==> config.mk <==
export PLATFORM = sky130hd
export DESIGN_NAME = memory_access
export DESIGN_NICKNAME = d
export VERILOG_FILES = /design/src/rtl/memory_access_pkg.sv /design/src/rtl/memory_access_readdata.sv /design/src/rtl/memory_access.sv
export SDC_FILE = /design/constraint.sdc
export NUM_CORES = 1
export LEC_CHECK = 0
export ABC_AREA = 0
export CAP_MARGIN = 20
export CORE_AREA = 8 8 235 237
export DETAILED_ROUTE_END_ITERATION = 8
export DIE_AREA = 0 0 243 245
export DONT_BUFFER_PORTS = 1
export GPL_TIMING_DRIVEN = 0
export PLACE_DENSITY = 0.64
export SETUP_SLACK_MARGIN = 0.15
export SLEW_MARGIN = 25
export SYNTH_ARGS = -nofsm -noshare
export SYNTH_HDL_FRONTEND = slang
export SYNTH_SLANG_ARGS = --single-unit
==> constraint.sdc <==
create_clock -name clk -period 7.07 [get_ports clk]
set_input_delay 0.707 -clock clk [delete_from_list [all_inputs] [get_ports clk]]
set_output_delay 0.707 -clock clk [all_outputs]
set_load 0.01 [all_outputs]
==> src/rtl/memory_access_pkg.sv <==
// Shared pipeline and data-bus types for the memory stage.
// Also holds the alignment helper used when an instruction is accepted.
package memory_access_pkg;

  localparam int DBUS_BYTES = 8;

  typedef logic [63:0] word_t;
  typedef logic [4:0]  creg_addr_t;

  typedef enum logic [1:0] {
    MSIZE1 = 2'd0,
    MSIZE2 = 2'd1,
    MSIZE4 = 2'd2,
    MSIZE8 = 2'd3
  } msize_t;

  typedef struct packed {
    logic   regwrite;
    logic   memread;
    logic   memwrite;
    logic   memunsigned;
    msize_t msize;
  } control_t;

  typedef struct packed {
    word_t      pc;
    control_t   ctl;
    word_t      result_alu;
    word_t      wd;
    creg_addr_t wa;
  } execute_data_t;

  typedef struct packed {
    word_t      pc;
    control_t   ctl;
    word_t      result;
    creg_addr_t wa;
    logic       misalign;
  } memory_data_t;

  typedef struct packed {
    creg_addr_t wa;
    word_t      result;
    logic       regwrite;
  } forward_data_t;

  typedef struct packed {
    logic                    valid;
    word_t                   addr;
    msize_t                  size;
    logic [DBUS_BYTES-1:0]   strobe;
    logic [8*DBUS_BYTES-1:0] data;
  } dbus_req_t;

  typedef struct packed {
    logic                    data_ok;
    logic [8*DBUS_BYTES-1:0] data;
  } dbus_resp_t;

  // An access is misaligned when its low address bits are not a multiple of its size.
  function automatic logic is_misaligned(input logic [2:0] offset, input msize_t msize);
    logic mis;
    mis = 1'b0;
    case (msize)
      MSIZE2:  mis = offset[0];
      MSIZE4:  mis = |offset[1:0];
      MSIZE8:  mis = |offset;
      default: mis = 1'b0;
    endcase
    return mis;
  endfunction

endpackage

==> src/rtl/memory_access_readdata.sv <==
// Load data alignment and extension: selects the addressed bytes of a bus
// beat and sign- or zero-extends them to a full register word.
module readdata
  import memory_access_pkg::*;
(
  input  word_t       raw,
  input  logic [2:0]  offset,
  input  msize_t      msize,
  input  logic        is_unsigned,
  output word_t       data
);

  word_t shifted;

  always_comb begin
    shifted = raw >> {offset, 3'b000};
    data    = shifted;
    case (msize)
      MSIZE1:  data = is_unsigned ? {56'b0, shifted[7:0]}  : {{56{shifted[7]}},  shifted[7:0]};
      MSIZE2:  data = is_unsigned ? {48'b0, shifted[15:0]} : {{48{shifted[15]}}, shifted[15:0]};
      MSIZE4:  data = is_unsigned ? {32'b0, shifted[31:0]} : {{32{shifted[31]}}, shifted[31:0]};
      default: data = shifted;
    endcase
  end

endmodule

==> src/rtl/memory_access.sv <==
// Memory stage: holds the execute result, runs one dbus transaction per
// memory op, and presents the final writeback value plus the MEM forward path.
module memory_access
  import memory_access_pkg::*;
#(
  parameter int BUS_BYTES = DBUS_BYTES
) (
  input  logic          clk,
  input  logic          resetn,
  input  logic          in_valid,
  output logic          in_ready,
  input  execute_data_t dataE,
  input  logic          flush,
  output logic          out_valid,
  input  logic          out_ready,
  output memory_data_t  dataM,
  output forward_data_t forwardM,
  output dbus_req_t     dreq,
  input  dbus_resp_t    dresp
);

  localparam logic [1:0] IDLE = 2'd0;
  localparam logic [1:0] BUSY = 2'd1;
  localparam logic [1:0] DONE = 2'd2;

  logic [1:0]               state;
  execute_data_t            held;
  logic                     killed;
  logic                     transfer;
  logic                     is_mem;
  logic                     misalign_in;
  logic [BUS_BYTES-1:0]     size_mask;
  logic [BUS_BYTES-1:0]     strobe;
  logic [8*BUS_BYTES-1:0]   wdata;
  word_t                    load_data;
  memory_data_t             accept_data;
  memory_data_t             done_data;

  assign in_ready    = (state == IDLE) || (state == DONE && out_ready);
  assign transfer    = in_valid && in_ready;
  assign out_valid   = (state == DONE);
  assign is_mem      = dataE.ctl.memread || dataE.ctl.memwrite;
  assign misalign_in = is_misaligned(dataE.result_alu[2:0], dataE.ctl.msize);

  readdata u_readdata (
    .raw         (dresp.data),
    .offset      (held.result_alu[2:0]),
    .msize       (held.ctl.msize),
    .is_unsigned (held.ctl.memunsigned),
    .data        (load_data)
  );

  // Store lanes: a size-wide byte mask and the store data moved to the addressed lane.
  always_comb begin
    size_mask = BUS_BYTES'((16'd1 << (4'd1 << held.ctl.msize)) - 16'd1);
    strobe    = size_mask << held.result_alu[2:0];
    wdata     = held.wd << {held.result_alu[2:0], 3'b000};
  end

  always_comb begin
    dreq        = '0;
    dreq.valid  = (state == BUSY);
    dreq.addr   = held.result_alu;
    dreq.size   = held.ctl.msize;
    dreq.strobe = (state == BUSY && held.ctl.memwrite) ? strobe : '0;
    dreq.data   = wdata;
  end

  // A misaligned access completes without touching the bus and must never write a register.
  always_comb begin
    accept_data          = '0;
    accept_data.pc       = dataE.pc;
    accept_data.ctl      = dataE.ctl;
    accept_data.result   = dataE.result_alu;
    accept_data.wa       = dataE.wa;
    accept_data.misalign = is_mem && misalign_in;
    if (is_mem && misalign_in) accept_data.ctl.regwrite = 1'b0;

    done_data          = '0;
    done_data.pc       = held.pc;
    done_data.ctl      = held.ctl;
    done_data.result   = held.ctl.memread ? load_data : held.result_alu;
    done_data.wa       = held.wa;
    done_data.misalign = 1'b0;
  end

  // A bus transaction in flight cannot be aborted, so a flush only marks it killed.
  always_ff @(posedge clk or negedge resetn) begin
    if (!resetn) begin
      state  <= IDLE;
      held   <= '0;
      killed <= 1'b0;
      dataM  <= '0;
    end else begin
      case (state)
        IDLE, DONE: begin
          if (flush) begin
            state <= IDLE;
          end else if (transfer) begin
            held <= dataE;
            if (is_mem && !misalign_in) begin
              state <= BUSY;
            end else begin
              state <= DONE;
              dataM <= accept_data;
            end
          end else if (state == DONE && out_ready) begin
            state <= IDLE;
          end
        end
        BUSY: begin
          if (dresp.data_ok) begin
            killed <= 1'b0;
            if (killed || flush) begin
              state <= IDLE;
            end else begin
              state <= DONE;
              dataM <= done_data;
            end
          end else if (flush) begin
            killed <= 1'b1;
          end
        end
        default: state <= IDLE;
      endcase
    end
  end

  always_comb begin
    forwardM          = '0;
    forwardM.wa       = dataM.wa;
    forwardM.result   = dataM.result;
    forwardM.regwrite = out_valid && dataM.ctl.regwrite && (dataM.wa != 5'd0);
  end

endmodule

==> flow_summary.toml <==
[status]
status = "complete, but fails checks"
violations = "negative hold slack"

[critical_path]
critical_path.cell_chain = "clkbuf_1 > or2_2 > clkbuf_1 > inv_1 > ha_1 > nor2b_1 > nor2_1 > a21oi_1 > a211oi_1"
max_stage_delay_ns = 0.63
worstPathMaxFanout = 10
crit_path_frequent_cell = "clkbuf_1"
endpoint_kind = "primary output"
worstPathArrival_ns = 3.88
cp-start-kind = "flip-flop"
cp.required_ns = 6.36
worstSetupPathType = "reg -> out"
cp_slowest_cell = "a211oi_1"
cp_top_family = "buffers and inverters"
reg2reg_slack_ns = 3.75
path_buf_inv = 3

[global_routing]
overflow = 0
grt_pass1_vias = 16700
grt_pass1_wl_mm = 126
grt_usage_pct = 28.6
antenna_found_initial = 13
grt_max_degree = 347

[placement]
hpwl_mm = 69.6
dpl_worst_slack_ns = 3.15
placedCellCount = 2642
port-buffer-count = 0
place.gp.congestion = 0.962

[sta]
whs_ns = -0.165
tightestPinTransition_ns = 1.09
clock_skew_ns = 0.0177
setup_ws_ns = 2.48
relSlewSlack_pct = 25.4
report.final.slew_viol_count = 0
finalSetupViolCount = 0
period_share_pct = 64.9
rsz0062_at_grt = "no"
final-hold-violation-count = 346
max_freq_mhz = 218
fin_crit_ns = 4.59
tns_ns = 0

[power]
leakage_uw = 0.00891
power.density_nw_per_um2 = 369
p_total_uw = 8040
peakVddDrop_v = 0.000236

[route]
drtPass1Iterations = 6
vias = 16700
final_antenna_net_count = 0
wl_mm = 89.1
drt_iter0_drc = 1677
avgRoutedWirePerCell_um = 32.7
via_per_inst = 6.14
route.detailed.drc = 0

[die]
rows = 84
num_io_pins = 624
die_h_um = 245
initial_core_util_pct = 37.8
die_x_um = 243
core_region_area_sq_um = 51700
die_area_sq_um = 59500

[logic_synthesis]
synth_common_cells = "dfrtp_1, mux2_2, nor2_1"
synth_top_cell_by_area = "dfrtp_1"
synth.area.top_cells = "dfrtp_1, mux2_2, buf_4, mux2i_1, nor2_1"
synth-main-ff-cell = "dfrtp_1"
ys_seq_area_share_pct = 44.3
yosysTopAreaCellShare_pct = 44.3
avgSynthCellArea_sq_um = 10.0
yosysMostFrequentCell = "dfrtp_1"
netlist_area_sq_um = 19600
synth_async_sr_flop_share_pct = 100
synthCells = 1952
ys_warn_count = 0
syn_nets = 2226
synth_edf_count = 0
ys_ff_latch = 346
synth.distinct_cells = 55

[layout]
syn_to_final_growth_pct = 11.5
final_layout_size_suffix_gt1_share_pct = 28.0
finalNetCount = 2270
final_cells = 2723

[clock_tree]
clk_pin_slew_ns = 0.06
post_cts_resized = 0
clock_sinks = 346
tritoncts = "built"
post_cts_buffers = 0
cts.path.max_buffers = 3
numCtsBuffers = 40
cts_root_buffer = "clkbuf_16"
htree_num_levels = 2
clock_latency_ns = 0.59

[run]
drv_cap = 0

[hold_path]
hold_path.class = "in -> async"
per-stage QoR:
step                cell area, sq um  util (%)
floorplan                      19600         -
global placement               20400      39.5
CTS                            21800      42.1
detailed placement             20500      39.6
finish                         21800      42.2
global route                   21800      42.1
cells in the final DEF (no fill, tap or decap), types with 20 or more instances in the layout:
cell	count
clkbuf_1	86
nor2_1	205
nand2_1	200
buf_4	151
clkbuf_16	41
a21oi_1	114
a31oi_1	82
mux2_2	230
o21ai_0	99
dfrtp_1	346
nor3_1	20
o22ai_1	74
mux2i_1	80
buf_2	64
mux4_2	33
where the power goes:
| part | internal, uW | switching (uW) |
|---|---|---|
| sequential | 2500 | 706 |
| clock | 1200 | 890 |
| combinational | 1140 | 1610 |
| total | 4830 | 3200 |
cell type report:
class	instances	area [sq um]
clock buffers	63	1190
plain buffers	299	1830
clock inverters	10	119
multi-input cells	1295	9080
well taps	688	861
fillers	5093	29900
diodes	8	20.0
flip-flops and latches	346	8660
repair buffers	2	10.0
inverters	12	45.0
state kept, by name (all words and copies together) (netlist names):
name / flops
state: 2
dreq: 66
done_data: 73
killed: 1
held: 64
dataM: 140
logic make-up (layout without fill, tap and decap cells):
logic type,after synthesis,after routing,share of synthesized area [%]
AO/OA/AOI/OAI,450,450,14.0
adder cells (fa/ha/maj),1,1,0.0639
buffers and inverters,311,386,9.57
flip-flops,346,346,44.3
multiplexers,344,344,21.2
other,0,8,0
AND/OR/NAND/NOR,500,500,10.9
final timing paths:
path	start	to	cells after the start
min	resetn	held[10]	0
max reg2reg	state[1]	dataM[62]	7
max in group asynchronous	resetn	done_data[100]	0
max	dreq[72]	dreq[70]	9
min in group clk	dresp[64]	killed	1
min reg2reg	done_data[139]	done_data[139]	1
layer usage:
metal / track usage [%] / vias to the layer above / wire (um)
met2: 47.0 / 989 / 42300
met4: 10.2 / 8 / 3640
met3: 10.6 / 214 / 9380
met5: 0 / - / 50
li1: - / 6977 / -
met1: 34.3 / 8541 / 33800
Note: power is estimated with default switching activity, not from simulation.
